===== src/rtl/lif_pkg.sv =====
// Shared constants for the LIF parameter loader and neuron: frame layout, FSM states, defaults.
package lif_pkg;

  localparam int FRAME_BYTES = 5;
  localparam int IDX_W       = 0;
  localparam int IDX_LEAK    = 1;
  localparam int IDX_THR     = 2;
  localparam int IDX_LCYC    = 3;
  localparam int IDX_CSUM    = 4;

  // Field positions inside b0 and b3
  localparam int B0_WA_MSB = 7;
  localparam int B0_WA_LSB = 5;
  localparam int B0_WB_MSB = 4;
  localparam int B0_WB_LSB = 2;
  localparam int B3_LC_MSB = 3;
  localparam int B3_LC_LSB = 0;

  typedef enum logic [1:0] {
    IDLE  = 2'd0,
    RECV  = 2'd1,
    CHECK = 2'd2
  } load_state_t;

  localparam logic [2:0] LIF_DEF_WEIGHT_A    = 3'd3;
  localparam logic [2:0] LIF_DEF_WEIGHT_B    = 3'd3;
  localparam logic [7:0] LIF_DEF_LEAK_RATE   = 8'd1;
  localparam logic [7:0] LIF_DEF_THRESHOLD   = 8'd64;
  localparam logic [3:0] LIF_DEF_LEAK_CYCLES = 4'd4;

endpackage


===== src/rtl/lif_strobe_sync.sv =====
// Synchronizes the asynchronous byte strobe and emits a one-cycle pulse on its rising edge.
module lif_strobe_sync #(
  parameter int SYNC_STAGES = 2
) (
  input  logic clk,
  input  logic reset,
  input  logic i_strobe,
  output logic o_byte_evt
);

  logic [SYNC_STAGES-1:0] r_sync;
  logic                   r_prev;

  always_ff @(posedge clk) begin
    if (reset) begin
      r_sync <= '0;
      r_prev <= 1'b0;
    end else begin
      r_sync <= {r_sync[SYNC_STAGES-2:0], i_strobe};
      r_prev <= r_sync[SYNC_STAGES-1];
    end
  end

  assign o_byte_evt = r_sync[SYNC_STAGES-1] & ~r_prev;

endmodule


===== src/rtl/lif_param_loader.sv =====
// Receives a 5-byte XOR-checked parameter frame over a strobed byte interface and commits it atomically.
// The previous parameter set stays live through failed or aborted reloads.
module lif_param_loader
  import lif_pkg::*;
#(
  parameter int         SYNC_STAGES     = 2,
  parameter logic [2:0] DEF_WEIGHT_A    = LIF_DEF_WEIGHT_A,
  parameter logic [2:0] DEF_WEIGHT_B    = LIF_DEF_WEIGHT_B,
  parameter logic [7:0] DEF_LEAK_RATE   = LIF_DEF_LEAK_RATE,
  parameter logic [7:0] DEF_THRESHOLD   = LIF_DEF_THRESHOLD,
  parameter logic [3:0] DEF_LEAK_CYCLES = LIF_DEF_LEAK_CYCLES
) (
  input  logic       clk,
  input  logic       reset,
  input  logic       load_mode,
  input  logic       load_strobe,
  input  logic [7:0] load_data,
  output logic [2:0] weight_a,
  output logic [2:0] weight_b,
  output logic [7:0] leak_rate,
  output logic [7:0] threshold,
  output logic [3:0] leak_cycles,
  output logic       params_ready,
  output logic       load_busy,
  output logic       load_error
);

  logic        w_byte_evt;
  load_state_t r_state, w_state_nxt;
  logic [2:0]  r_cnt, w_cnt_nxt, w_idx;
  logic [7:0]  r_xor, w_xor_nxt;
  logic        w_store, w_commit, w_set_err, w_clr_err;

  logic [2:0]  r_sh_wa, r_sh_wb, r_wa, r_wb;
  logic [7:0]  r_sh_leak, r_sh_thr, r_leak, r_thr;
  logic [3:0]  r_sh_lc, r_lc;
  logic        r_ready, r_err;

  lif_strobe_sync #(.SYNC_STAGES(SYNC_STAGES)) u_sync (
    .clk       (clk),
    .reset     (reset),
    .i_strobe  (load_strobe),
    .o_byte_evt(w_byte_evt)
  );

  always_ff @(posedge clk) begin
    if (reset) begin
      r_state <= IDLE;
      r_cnt   <= '0;
      r_xor   <= '0;
    end else begin
      r_state <= w_state_nxt;
      r_cnt   <= w_cnt_nxt;
      r_xor   <= w_xor_nxt;
    end
  end

  // Abort on load_mode low takes priority over a coincident byte in RECV
  always_comb begin
    w_state_nxt = r_state;
    w_cnt_nxt   = r_cnt;
    w_xor_nxt   = r_xor;
    w_idx       = r_cnt;
    w_store     = 1'b0;
    w_commit    = 1'b0;
    w_set_err   = 1'b0;
    w_clr_err   = 1'b0;
    case (r_state)
      IDLE: begin
        if (w_byte_evt && load_mode) begin
          w_idx       = 3'(IDX_W);
          w_store     = 1'b1;
          w_xor_nxt   = load_data;
          w_cnt_nxt   = 3'd1;
          w_clr_err   = 1'b1;
          w_state_nxt = RECV;
        end
      end
      RECV: begin
        if (!load_mode) begin
          w_cnt_nxt   = '0;
          w_xor_nxt   = '0;
          w_set_err   = 1'b1;
          w_state_nxt = IDLE;
        end else if (w_byte_evt) begin
          w_store   = 1'b1;
          w_xor_nxt = r_xor ^ load_data;
          w_cnt_nxt = r_cnt + 3'd1;
          if (r_cnt == 3'(IDX_CSUM)) w_state_nxt = CHECK;
        end
      end
      CHECK: begin
        w_commit    = (r_xor == 8'h00);
        w_set_err   = (r_xor != 8'h00);
        w_cnt_nxt   = '0;
        w_xor_nxt   = '0;
        w_state_nxt = IDLE;
      end
      default: begin
        w_cnt_nxt   = '0;
        w_xor_nxt   = '0;
        w_state_nxt = IDLE;
      end
    endcase
  end

  always_ff @(posedge clk) begin
    if (reset) begin
      r_sh_wa   <= DEF_WEIGHT_A;
      r_sh_wb   <= DEF_WEIGHT_B;
      r_sh_leak <= DEF_LEAK_RATE;
      r_sh_thr  <= DEF_THRESHOLD;
      r_sh_lc   <= DEF_LEAK_CYCLES;
    end else if (w_store) begin
      case (w_idx)
        3'(IDX_W): begin
          r_sh_wa <= load_data[B0_WA_MSB:B0_WA_LSB];
          r_sh_wb <= load_data[B0_WB_MSB:B0_WB_LSB];
        end
        3'(IDX_LEAK): r_sh_leak <= load_data;
        3'(IDX_THR):  r_sh_thr  <= load_data;
        3'(IDX_LCYC): r_sh_lc   <= load_data[B3_LC_MSB:B3_LC_LSB];
        default: ;
      endcase
    end
  end

  always_ff @(posedge clk) begin
    if (reset) begin
      r_wa    <= DEF_WEIGHT_A;
      r_wb    <= DEF_WEIGHT_B;
      r_leak  <= DEF_LEAK_RATE;
      r_thr   <= DEF_THRESHOLD;
      r_lc    <= DEF_LEAK_CYCLES;
      r_ready <= 1'b0;
      r_err   <= 1'b0;
    end else begin
      if (w_commit) begin
        r_wa    <= r_sh_wa;
        r_wb    <= r_sh_wb;
        r_leak  <= r_sh_leak;
        r_thr   <= r_sh_thr;
        r_lc    <= r_sh_lc;
        r_ready <= 1'b1;
      end
      if (w_set_err)      r_err <= 1'b1;
      else if (w_clr_err) r_err <= 1'b0;
    end
  end

  assign weight_a     = r_wa;
  assign weight_b     = r_wb;
  assign leak_rate    = r_leak;
  assign threshold    = r_thr;
  assign leak_cycles  = r_lc;
  assign params_ready = r_ready;
  assign load_error   = r_err;
  assign load_busy    = (r_state != IDLE);

endmodule


===== config.mk =====
export PLATFORM = sky130hd
export DESIGN_NAME = lif_param_loader
export DESIGN_NICKNAME = d
export VERILOG_FILES = /design/src/rtl/lif_pkg.sv /design/src/rtl/lif_strobe_sync.sv /design/src/rtl/lif_param_loader.sv
export SDC_FILE = /design/constraint.sdc
export NUM_CORES = 1
export LEC_CHECK = 0
export ABC_AREA = 1
export CORE_MARGIN = 10
export CORE_UTILIZATION = 44
export DETAILED_ROUTE_END_ITERATION = 10
export HOLD_SLACK_MARGIN = 0.15
export PLACE_DENSITY = 0.73
export SLEW_MARGIN = 20
export SYNTH_ARGS = -nofsm -noshare
export SYNTH_HDL_FRONTEND = slang
export SYNTH_SLANG_ARGS = --single-unit

===== constraint.sdc =====
create_clock -name clk -period 2.2 [get_ports clk]
set_clock_uncertainty 0.2 [all_clocks]
set_input_delay 0.22 -clock clk [delete_from_list [all_inputs] [get_ports clk]]
set_output_delay 0.22 -clock clk [all_outputs]
set_load 0.005 [all_outputs]

* Word-level counts from Yosys, hierarchy flattened
Index checks and enable logic that the tools add are counted.
** Operators by class
- $mul :: 0
- Eq/ne operators :: 9
- Add/subtract/negate cells :: 1
- Bitwise gates (word level) :: 3
- Divide/modulo/power cells :: 0
- Magnitude comparators :: 0
- Mux-type cells :: 25
- Shifts and indexed selects :: 0
- Reductions and logical operators :: 13
** Operator list (number)
- $mux W8 :: 3
- $pmux W8 S2 :: 1
- $mux W3 :: 5
- $reduce_and A2 Y1 :: 5
- $logic_not A8 Y1 :: 1
- $mux W1 :: 8
- $mux W2 :: 4
- $reduce_bool A8 Y1 :: 1
- $xor A8 B8 Y8 :: 1
- $eq A3 B2 Y1 const B :: 2
- $ne A3 B3 Y1 const B :: 2
- $pmux W3 S2 :: 1
- $pmux W1 S2 :: 2
- $pmux W2 S2 :: 1
- $reduce_bool A2 Y1 :: 2
- $add A3 B1 Y3 const B :: 1
- $eq A3 B1 Y1 const B :: 1
- $eq A3 B3 Y1 const B :: 1
- $logic_not A3 Y1 :: 1
- $reduce_and A3 Y1 :: 1
- $eq A2 B1 Y1 const B :: 1
- $eq A2 B2 Y1 const B :: 1
- $logic_not A2 Y1 :: 1
- $ne A2 B2 Y1 const B :: 1
- 3 further kinds :: 3
** Storage, ports and cells
- Latch bits :: 0
- Memory bits (writable) :: 0
- Bits in registers :: 70
- Memories :: 0
- Output and inout bits :: 29
- Bits of input ports :: 12
- ROM bits :: 0
- Word-level logic and storage cells :: 68

* Longest topological paths before layout
Gate-level depths: netlist (run 1).
- Word-level depth :: 7
- Gate-level depth with buffers :: 10

* Cells and area by module
A second synthesis (run 1) with hierarchy kept.
** Unflattened totals
- Cell total of the unflattened synthesis :: 383
- Area, all modules :: 2936.6 um2
** Modules (own cells, without submodules)
- lif_param_loader :: times used 1, cells an instance 373, area each 2850.2 um2
- lif_strobe_sync :: times used 1, cells an instance 10, area each 86.3 um2

* Worst setup path after synthesis (run 1)
No wires, ideal clock.
- Kind :: register to register
- Start :: register r_state[0]
- End :: register r_xor[5]
- Required time :: 1.868 ns
- Slack :: 0.640 ns
- Setup time :: 0.132 ns
- Cell stages (with the launch flop) :: 11
- Period minus slack after synthesis :: 1.560 ns
- Arrival :: 1.228 ns
- Cell sequence :: dfxtp_1 > inv_1 > ha_1 > inv_2 > buf_6 > nand2_1 > nand2_2 > inv_1 > buf_6 > nand2_1 > a21oi_1
** Between the ends
- Longest elaborated chain between the ends :: 3
** Ends and longest elaborated chain
- start: declaration :: line lif_param_loader.sv:29 : load_state_t r_state, w_state_nxt;
- start signal: assignment :: line lif_param_loader.sv:52 : r_state <= w_state_nxt;
- $eq A2 B1 Y1 or $logic_not A2 Y1 (tied branches) :: line lif_param_loader.sv:68 : case (r_state)
- $ne A3 B3 Y1 (no line) or $ne A2 B2 Y1 (tied branches)
- $reduce_and A2 Y1 (no line)
- end signal: assignment :: line lif_param_loader.sv:54 : r_xor <= w_xor_nxt;
- end: declaration :: line lif_param_loader.sv:31 : logic [7:0] r_xor, w_xor_nxt;
Parallel ways exist; a longest one is shown, timed or not.
A chain may end at the register's enable or synchronous reset.

* Worst setup path after layout (run 1)
- Start :: register r_state[0]
- End :: output load_busy
** Between the ends
- Longest elaborated chain between the ends :: 1
** Ends and longest elaborated chain
- $reduce_bool A2 Y1 :: line lif_param_loader.sv:158 : assign load_busy = (r_state != IDLE);
- end: declaration :: line lif_param_loader.sv:24 : output logic load_busy,
No other way between the ends.

==> qor.csv, run 1 <==
metric,value,unit
status,completed,
fmax,488,MHz
All-Layer GR Usage,13.2,%
"Slew Viols, Final",0,
unrepaired setup endpoints after global routing,false,
antenna-violating nets left,0,
vias in the first global route,2401,
Finished Layout Cells,509,
layout cells sized above 1,9.26,%
number of synthesized flops with an enable pin,0,
Post-Place Cells,492,
CTS Buffer Depth,2,
main combinational cell family by area after synthesis,simple AND/OR/NAND/NOR gates,
CP required,1.78,ns
multiplexer area fraction after synthesis,0,%
die area,0.0102,sq mm
largest net degree at the start of global routing,54,
hold path startpoint,load_strobe,
port buffer count,40,
Post-Syn Nets,403,
Filler cells,609,
Startpoint Class,register,
core area,0.00635,sq mm
Reg area,0.00140,sq mm
Residual DRC,0,
Vias/cell,4.84,
average wire per standard cell,12.6,um
"top cells by area, synth","dfxtp_1 49%, nor2_1 11%, nand2_1 11%, nand3_1 5.7%, o21ai_0 4.0%",
grt total ovfl,0,
CTS tree,done,
hold depth,3,
Final Hold Viols,0,
Synth Area in Compound Gates,8.64,%
"Avg Cell Area, Syn",7.47,sq um
Tcrit/Tclk final,93.1,%
Final min period,2.05,ns
Synth area leader,dfxtp_1,
relative slew slack,75.4,%
via count,2462,
Starting Density,45.4,%
Root Driver,clkbuf_8,
peak supply drop,0.390,mV
pwr dens,819,mW/mm^2
worst slew pin tran,0.367,ns
HPWL Detailed,4710,um
First DRT Iteration DRCs,123,
RD Place Congestion,0.903,
"setup slack, reg-to-reg",0.26,ns
post-route setup TNS,0,ns
clk_lat worst skew,0.34,ns
synthesized cell area,0.00288,sq mm
global-route wire length before repair,11100,um
worst endpoint data arrival time,1.63,ns
Cells after Synth,386,
hold crit path type,primary input to register,
drt pass-1 iters,4,
most frequent cells in the layout,"88 x nor2_1, 81 x nand2_1, 70 x dfxtp_1, 40 x clkdlybuf4s50_1, 33 x nand3_1",
number of CTS-inserted buffers,9,
multi-input logic area,0.00126,sq mm
XOR/XNOR share of the synthesized area,2.43,%
H-Tree Depth,3,
maxcap violations,0,
Power Total,2.92,mW
Die Height,101,um
row count,29,
Post-Route WL,6410,um
die span in x,101,um
initial antenna violation count,0,
adder-cell share of the synthesized area,2.17,%
R2R cell count,9,
clock-pin slew on the worst setup and hold paths,0.08,ns
top cell type's share of synthesized area,48.6,%
P&R area growth vs syn,23.6,%
Synth Flop Type,dfxtp_1,
asr flop ratio synth,0,%
worst min-delay path endpoint,u_sync.r_sync[0],
post-synthesis sequential area ratio,48.6,%
clk sink count,70,
leakage,1.50,nW
crit path capture type,output port,
endpoints failing setup,0,
critical path type,register to output port,
R2R Path End,r_cnt[2],
"most common cell after layout, fill and taps aside",nor2_1,
Final WS setup,0.152,ns
DP Worst Slack,0.237,ns
Yosys warnings,0,
"Distinct cells, synth",28,
"flops & latches, synth",70,
I/O pin cnt,41,
simple-gate portion of the synthesized area,30.4,%
Post-layout nets,445,
ant diodes,0,
Worst R2R Start,r_state[0],
worst-path fanout max,4,
[state kept, by name, summed over array words and instances, names as in the netlist]
signal / cells
r_sh_wb: 3
r_sh_thr: 8
weight_b: 3
leak_cycles: 4
leak_rate: 8
u_sync.r_sync: 2
u_sync.r_prev: 1
threshold: 8
r_sh_leak: 8
params_ready: 1
weight_a: 3
load_error: 1
r_cnt: 3
r_state: 2
r_xor: 8
r_sh_wa: 3
r_sh_lc: 4
[worst max-delay path, stage by stage (launching register included)]
cell and delay, ns:
dfxtp_1 0.37, inv_1 0.07, ha_1 0.27, inv_4 0.08
clkdlybuf4s50_1 0.49
[per-stage QoR]
step	hold slack [ns]	utilization (%)	area, sq um
final	0.196	56.1	3560
after floorplan	0.127	-	2880
after global routing	0.231	56.1	3560
after global placement	0.196	52.3	3320
after detailed placement	0.201	52.3	3320
after CTS	0.188	55.8	3540
[routing by layer]
metal	global-route usage [%]	vias up	wire, um
met4	5.79	0	106
met1	15.8	1103	2950
met2	21.1	50	2960
li1	-	1299	-
met5	0	-	0
met3	4.25	10	398
[synth_stat cells, types with 3 or more instances]
cell	count
nor2_1	88
nand2_1	81
dfxtp_1	70
nand3_1	33
o21ai_0	23
inv_1	19
a21oi_1	15
o22ai_1	8
xnor2_1	8
inv_2	6
buf_6	5
clkbuf_1	5
ha_1	5
buf_2	3
[repair_timing]
action	in CTS	in global routing
hold buffers	0	0
endpoints found under the hold margin	0	0
endpoints found under the setup margin	0	1
setup buffers	0	2
resized for setup	0	1
[power by group]
group,internal [mW],total [mW],switching [mW]
clock network,0.690,1.15,0.463
logic,0.179,0.415,0.236
registers,1.32,1.35,0.0356
total,2.18,2.92,0.734
[final cells by class]
cell class | count | area share, %
Clock buffer | 11 | 4.25
Clock inverter | 4 | 1.97
Inverter | 29 | 3.37
Multi-Input combinational cell | 271 | 35.3
Sequential cell | 70 | 39.3
Tap cell | 77 | 2.70
Timing Repair Buffer | 47 | 13.1
[cells by family (layout without fill, tap and decap cells)]
family,Yosys count,count (layout)
and+or+nand+nor,211,211
DFF,70,70
AOI/OAI and AO/OA,47,47
buffers and inverters,45,91
xor gates and xnor gates,8,8
adders and majority gates,5,5
[worst max path at each step]
| stage | start | end | slack (ns) | depth (start not counted) |
|---|---|---|---|---|
| final | r_state[0] | load_busy | 0.15 | 4 |
| after global routing | r_state[0] | load_busy | 0.09 | 4 |
| after CTS | r_state[0] | load_busy | 0.005 | 4 |
| after detailed placement | load_mode | r_sh_lc[1] | 0.24 | 8 |
| after global placement | load_mode | r_sh_lc[1] | 0.27 | 8 |
| after floorplan | r_state[0] | r_xor[5] | 0.64 | 10 |
No activity file was read; power rests on OpenSTA's default activity.
==> run 2: changes to the inputs <==
--- a/config.mk
+++ b/config.mk
@@ -10,8 +10,9 @@
 export CORE_UTILIZATION = 44
 export DETAILED_ROUTE_END_ITERATION = 10
 export HOLD_SLACK_MARGIN = 0.15
-export PLACE_DENSITY = 0.73
+export PLACE_DENSITY = 0.72
 export SLEW_MARGIN = 20
 export SYNTH_ARGS = -nofsm -noshare
 export SYNTH_HDL_FRONTEND = slang
+export SYNTH_HIERARCHICAL = 1
 export SYNTH_SLANG_ARGS = --single-unit
==> qor.csv, run 2 <==
metric,value,unit,change
HPWL Detailed,5060,um,was 4710 um
"Avg Cell Area, Syn",7.67,sq um,was 7.47 sq um
Finished Layout Cells,505,,was 509
CTS Buffer Depth,2,,unchanged
DP Area,0.00340,sq mm,was 0.00332 sq mm
clock-pin slew on the worst setup and hold paths,0.07,ns,was 0.08 ns
"top cells by area, synth","dfxtp_1 48%, nand2_1 12%, nand3_1 7.7%, a21oi_1 6.8%, nor2_1 4.0%",,"was dfxtp_1 49%, nor2_1 11%, nand2_1 11%, nand3_1 5.7%, o21ai_0 4.0%"
CP required,1.78,ns,about the same
endpoints failing setup,0,,unchanged
"most common cell after layout, fill and taps aside",nand2_1,,was nor2_1
critical path type,register to output port,,unchanged
asr flop ratio synth,0,%,unchanged
Synth Flop Type,dfxtp_1,,unchanged
Power Total,2.90,mW,was 2.92 mW
via count,2607,,was 2462
"Distinct cells, synth",29,,was 28
"Setup Fix Bufs, Post-CTS",0,,unchanged
Post-synth top cells,"93 x nand2_1, 70 x dfxtp_1, 45 x nand3_1, 40 x a21oi_1, 31 x nor2_1",,"was 88 x nor2_1, 81 x nand2_1, 70 x dfxtp_1, 33 x nand3_1, 23 x o21ai_0"
Final Hold Viols,0,,unchanged
post-synthesis sequential area ratio,47.7,%,was 48.6%
Psw,0.850,mW,was 0.734 mW
worst-path fanout max,10,,was 4
antenna-violating nets left,0,,unchanged
P&R area growth vs syn,22.8,%,was 23.6%
Synth area leader,dfxtp_1,,unchanged
grt total ovfl,0,,unchanged
clk_lat worst skew,0.34,ns,about the same
final core occ,56.2,%,was 56.1%
Post-layout nets,440,,was 445
Post-Place Cells,489,,was 492
worst slew pin tran,0.482,ns,was 0.367 ns
fin area,0.00361,sq mm,was 0.00356 sq mm
Starting Density,45.7,%,was 45.4%
synthesized cell area,0.00294,sq mm,was 0.00288 sq mm
Startpoint Class,register,,unchanged
top cell type's share of synthesized area,47.7,%,was 48.6%
Die Height,102,um,was 101 um
"Slew Viols, Final",0,,unchanged
most frequent cells in the layout,"93 x nand2_1, 70 x dfxtp_1, 45 x nand3_1, 40 x a21oi_1, 40 x clkdlybuf4s50_1",,"was 88 x nor2_1, 81 x nand2_1, 70 x dfxtp_1, 40 x clkdlybuf4s50_1, 33 x nand3_1"
"flops & latches, synth",70,,unchanged
pwr dens,803,mW/mm^2,was 819 mW/mm^2
hold crit path type,primary input to register,,unchanged
Combinational Power Share,18.1,%,was 14.2%
number of synthesized flops with an enable pin,0,,unchanged
ant diodes,0,,unchanged
number of CTS-inserted buffers,9,,unchanged
clk sink count,70,,unchanged
largest net degree at the start of global routing,40,,was 54
unrepaired setup endpoints after global routing,false,,unchanged
Pint,2.05,mW,was 2.18 mW
status,completed,,unchanged
relative slew slack,67.8,%,was 75.4%
Cells after Synth,383,,was 386
Tcrit/Tclk final,94.7,%,was 93.1%
sw frac,29.3,%,was 25.2%
First DRT Iteration DRCs,200,,was 123
layout cells sized above 1,9.81,%,was 9.26%
vias in the first global route,2443,,was 2401
average wire per standard cell,14.0,um,was 12.6 um
maxcap violations,0,,unchanged
sequential share of power,46.2,%,was 46.3%
worst endpoint data arrival time,1.66,ns,was 1.63 ns
CTS tree,done,,unchanged
post-route setup TNS,0,ns,unchanged
CTS Hold Bufs,0,,unchanged
most common cell in the netlist,nand2_1,,was nor2_1
crit path capture type,output port,,unchanged
Yosys warnings,6,,was 0
Clock power frac,35.8,%,was 39.5%
die area,0.0103,sq mm,was 0.0102 sq mm
fmax,480,MHz,was 488 MHz
Final min period,2.08,ns,was 2.05 ns
I/O pin cnt,41,,unchanged
Post-Syn Nets,400,,was 403
Post-Route WL,7070,um,was 6410 um
row count,29,,unchanged
leakage,1.40,nW,was 1.50 nW
drt pass-1 iters,6,,was 4
Vias/cell,5.16,,was 4.84
peak supply drop,0.499,mV,was 0.390 mV
All-Layer GR Usage,14.2,%,was 13.2%
global-route wire length before repair,11800,um,was 11100 um
Root Driver,clkbuf_8,,unchanged
Residual DRC,0,,unchanged
RD Place Congestion,0.879,,was 0.903
port buffer count,40,,unchanged
core area,0.00642,sq mm,was 0.00635 sq mm
initial antenna violation count,0,,unchanged
die span in x,102,um,was 101 um
H-Tree Depth,3,,unchanged
run 2: area by class of cell:
| type | instances | area [sq um] |
|---|---|---|
| well taps | 77 | 96.3 |
| flip-flops and latches | 70 | 1400 |
| clock buffers | 11 | 141 |
| fillers | 617 | 2820 |
| inverters | 23 | 91.3 |
| repair buffers | 50 | 475 |
| multi-input cells | 269 | 1340 |
| clock inverters | 5 | 58.8 |
run 2: final timing paths:
check	start	end	slack (ns)	depth (start not counted)
worst max-delay path	r_state[0]	load_busy	0.12	4
worst min-delay path	load_strobe	u_sync/r_sync[0]	0.20	3
worst max register to register	r_state[0]	r_sh_leak[4]	0.27	7
worst min register to register	u_sync/r_sync[0]	u_sync/r_sync[1]	0.22	2
run 2: kinds of logic (layout without fill, tap and decap cells):
logic type      count (synthesis)  after routing  share of synthesized area [%]
buf+inv                        44             89                           6.65
simple gates                  187            187                           28.3
flops                          70             70                           47.7
fa+ha+maj                       5              5                           2.13
xor+xnor                        8              8                           2.39
compound gates                 69             69                           12.8
run 2: power groups by stage:
stage / Sequential [mW] / Combinational [mW] / Clock [mW]
2_1_floorplan: 1.36 / 0.371 / 0
3_3_place_gp: 1.36 / 0.510 / 0
3_5_place_dp: 1.37 / 0.526 / 0
4_1_cts: 1.34 / 0.529 / 1.06
5_1_grt: 1.34 / 0.590 / 1.12
6_report: 1.34 / 0.524 / 1.04
run 2: timing repair:
item                                    CTS  global route
gates resized for setup                   1             1
endpoints found under the setup margin    1             1
endpoints found under the hold margin     0             0
gates cloned                              0             0
run 2: per-stage QoR:
step | setup WS (ns) | hold WS, ns
6_report | 0.117 | 0.196
4_1_cts | 0.0663 | 0.185
5_1_grt | 0.0259 | 0.206
2_1_floorplan | 0.540 | 0.0912
3_3_place_gp | 0.225 | 0.189
3_5_place_dp | 0.122 | 0.208
run 2: critical path: stages, from the launching register on:
cell and delay (ns):
dfxtp_1 0.35, inv_1 0.07, ha_2 0.27, inv_4 0.12, clkdlybuf4s50_1 0.52
run 2: routing by layer:
metal  global-route usage (%)  vias to the layer above  wire length (um)
met2                     23.5                       71              3380
met5                        0                        -                 0
met4                     5.50                        0                25
met3                     4.56                        2               482
li1                         -                     1341                 -
met1                     16.9                     1193              3170
==> run 3: changes to the inputs <==
--- a/config.mk
+++ b/config.mk
@@ -6,13 +6,16 @@
 export NUM_CORES = 1
 export LEC_CHECK = 0
 export ABC_AREA = 1
+export CELL_PAD_IN_SITES_DETAIL_PLACEMENT = 1
+export CELL_PAD_IN_SITES_GLOBAL_PLACEMENT = 2
 export CORE_MARGIN = 10
-export CORE_UTILIZATION = 44
+export CORE_UTILIZATION = 33
 export DETAILED_ROUTE_END_ITERATION = 10
 export HOLD_SLACK_MARGIN = 0.15
-export PLACE_DENSITY = 0.72
+export PLACE_DENSITY = 0.88
 export SLEW_MARGIN = 20
 export SYNTH_ARGS = -nofsm -noshare
 export SYNTH_HDL_FRONTEND = slang
 export SYNTH_HIERARCHICAL = 1
 export SYNTH_SLANG_ARGS = --single-unit
+export TNS_END_PERCENT = 1
==> constraint.sdc (replaced) <==
create_clock -name clk -period 2.6 [get_ports clk]
set_clock_uncertainty 0.2 [all_clocks]
set_input_delay 0.26 -clock clk [delete_from_list [all_inputs] [get_ports clk]]
set_output_delay 0.26 -clock clk [all_outputs]
set_load 0.005 [all_outputs]
==> qor.csv, run 3 (synthesized netlist as in run 2, its figures left out) <==
metric,value,unit,change
Starting Density,33.8,%,was 45.7%
Vias/cell,4.93,,was 5.16
drt pass-1 iters,4,,was 6
I/O pin cnt,41,,unchanged
status,completed,,unchanged
layout cells sized above 1,8.27,%,was 9.81%
Hold Slack,0.221,ns,was 0.196 ns
row count,34,,was 29
CP required,2.14,ns,was 1.78 ns
HPWL Detailed,5600,um,was 5060 um
relative slew slack,65.3,%,was 67.8%
All-Layer GR Usage,12.6,%,was 14.2%
"most common cell after layout, fill and taps aside",nand2_1,,unchanged
unrepaired setup endpoints after global routing,false,,unchanged
clk_lat worst skew,0.34,ns,about the same
port buffer count,40,,unchanged
Final min period,2.28,ns,
"Setup Fix Bufs, Post-CTS",0,,unchanged
vias in the first global route,2727,,was 2443
hold crit path type,register to register,,was primary input to register
cts repair resizes,0,,was 1
H-Tree Depth,3,,unchanged
crit path capture type,output port,,unchanged
Residual DRC,0,,unchanged
initial antenna violation count,0,,unchanged
leakage,1.39,nW,was 1.40 nW
worst slew pin tran,0.519,ns,was 0.482 ns
CTS Buffer Depth,2,,unchanged
worst-path fanout max,10,,unchanged
pwr dens,682,mW/mm^2,was 803 mW/mm^2
via count,2617,,was 2607
endpoints failing setup,0,,unchanged
grt total ovfl,0,,unchanged
critical path type,register to output port,,unchanged
clock-pin slew on the worst setup and hold paths,0.07,ns,about the same
Post-Route WL,7780,um,was 7070 um
Tcrit/Tclk final,87.7,%,
die area,0.0131,sq mm,was 0.0103 sq mm
most frequent cells in the layout,"93 x nand2_1, 70 x dfxtp_1, 45 x nand3_1, 40 x a21oi_1, 40 x clkdlybuf4s50_1",,unchanged
global-route wire length before repair,13400,um,was 11800 um
fmax,439,MHz,
core area,0.00868,sq mm,was 0.00642 sq mm
Filler cells,1093,,was 617
ant diodes,0,,unchanged
"Slew Viols, Final",0,,unchanged
number of CTS-inserted buffers,9,,unchanged
die span in x,114,um,was 102 um
hold depth,2,,was 3
Startpoint Class,register,,unchanged
largest net degree at the start of global routing,40,,unchanged
peak supply drop,0.309,mV,was 0.499 mV
maxcap violations,0,,unchanged
worst endpoint data arrival time,1.82,ns,was 1.66 ns
clk sink count,70,,unchanged
P&R area growth vs syn,22.8,%,about the same
Post-layout nets,435,,was 440
average wire per standard cell,14.6,um,was 14.0 um
RD Place Congestion,0.846,,was 0.879
CTS tree,done,,unchanged
First DRT Iteration DRCs,95,,was 200
antenna-violating nets left,0,,unchanged
Final Hold Viols,0,,unchanged
CTS Hold Bufs,0,,unchanged
post-route setup TNS,0,ns,unchanged
Die Height,114,um,was 102 um
Root Driver,clkbuf_8,,unchanged
R2R cell count,7,,unchanged
run 3: cell types whose count changed in the layout (fill, tap and decap cells not counted), sizes merged:
cell	change
buf	-5
clkbuf	+2
clkinv	-1
clkinvlp	-1
run 3: layout make-up:
type / count / area (sq um) / area share (%)
Clock buffer: 13 / 159 / 4.41
Clock inverter: 3 / 42.5 / 1.18
Inverter: 23 / 88.8 / 2.46
Multi-Input combinational cell: 269 / 1340 / 37.2
Sequential cell: 70 / 1400 / 38.9
Tap cell: 108 / 135 / 3.75
Timing Repair Buffer: 45 / 438 / 12.1
run 3: power breakdown:
group	internal [mW]	total, mW	switching (mW)
Combinational	0.145	0.438	0.293
Sequential	1.11	1.13	0.0251
Clock	0.495	0.891	0.396
run 3: final timing paths:
kind	from	endpoint	slack, ns
worst max register to register	r_state[0]	r_sh_leak[2]	0.39
worst min-delay path	u_sync/r_sync[0]	u_sync/r_sync[1]	0.22
worst min register to register	u_sync/r_sync[0]	u_sync/r_sync[1]	0.22
worst max-delay path	r_state[0]	load_busy	0.32
run 3: routing by layer:
layer | share of wire [%] | vias up | GRT usage, % | wire [um]
li1 | - | 1328 | - | -
met1 | 47 | 1242 | 15.3 | 3670
met2 | 47 | 37 | 20.4 | 3670
met3 | 4.4 | 10 | 3.46 | 345
met4 | 1.2 | 0 | 5.51 | 95
met5 | 0 | - | 0 | 0
run 3: through the flow:
step                      util (%)  setup WS (ns)  area (sq um)  std cells  total power, mW
final                         41.5          0.320          3600        531             2.46
after global routing          41.5          0.111          3600        531             2.61
after CTS                     41.5          0.283          3600        531             2.50
after detailed placement      39.2          0.372          3400        515             1.60
after global placement        39.2          0.413          3400        515             1.60
after floorplan                  -          0.940          2940        383             1.47
run 3: critical path: stages, from the launching register on:
cell and delay [ns]:
dfxtp_1 0.36, inv_1 0.07, ha_1 0.34, inv_2 0.17, clkdlybuf4s50_1 0.54
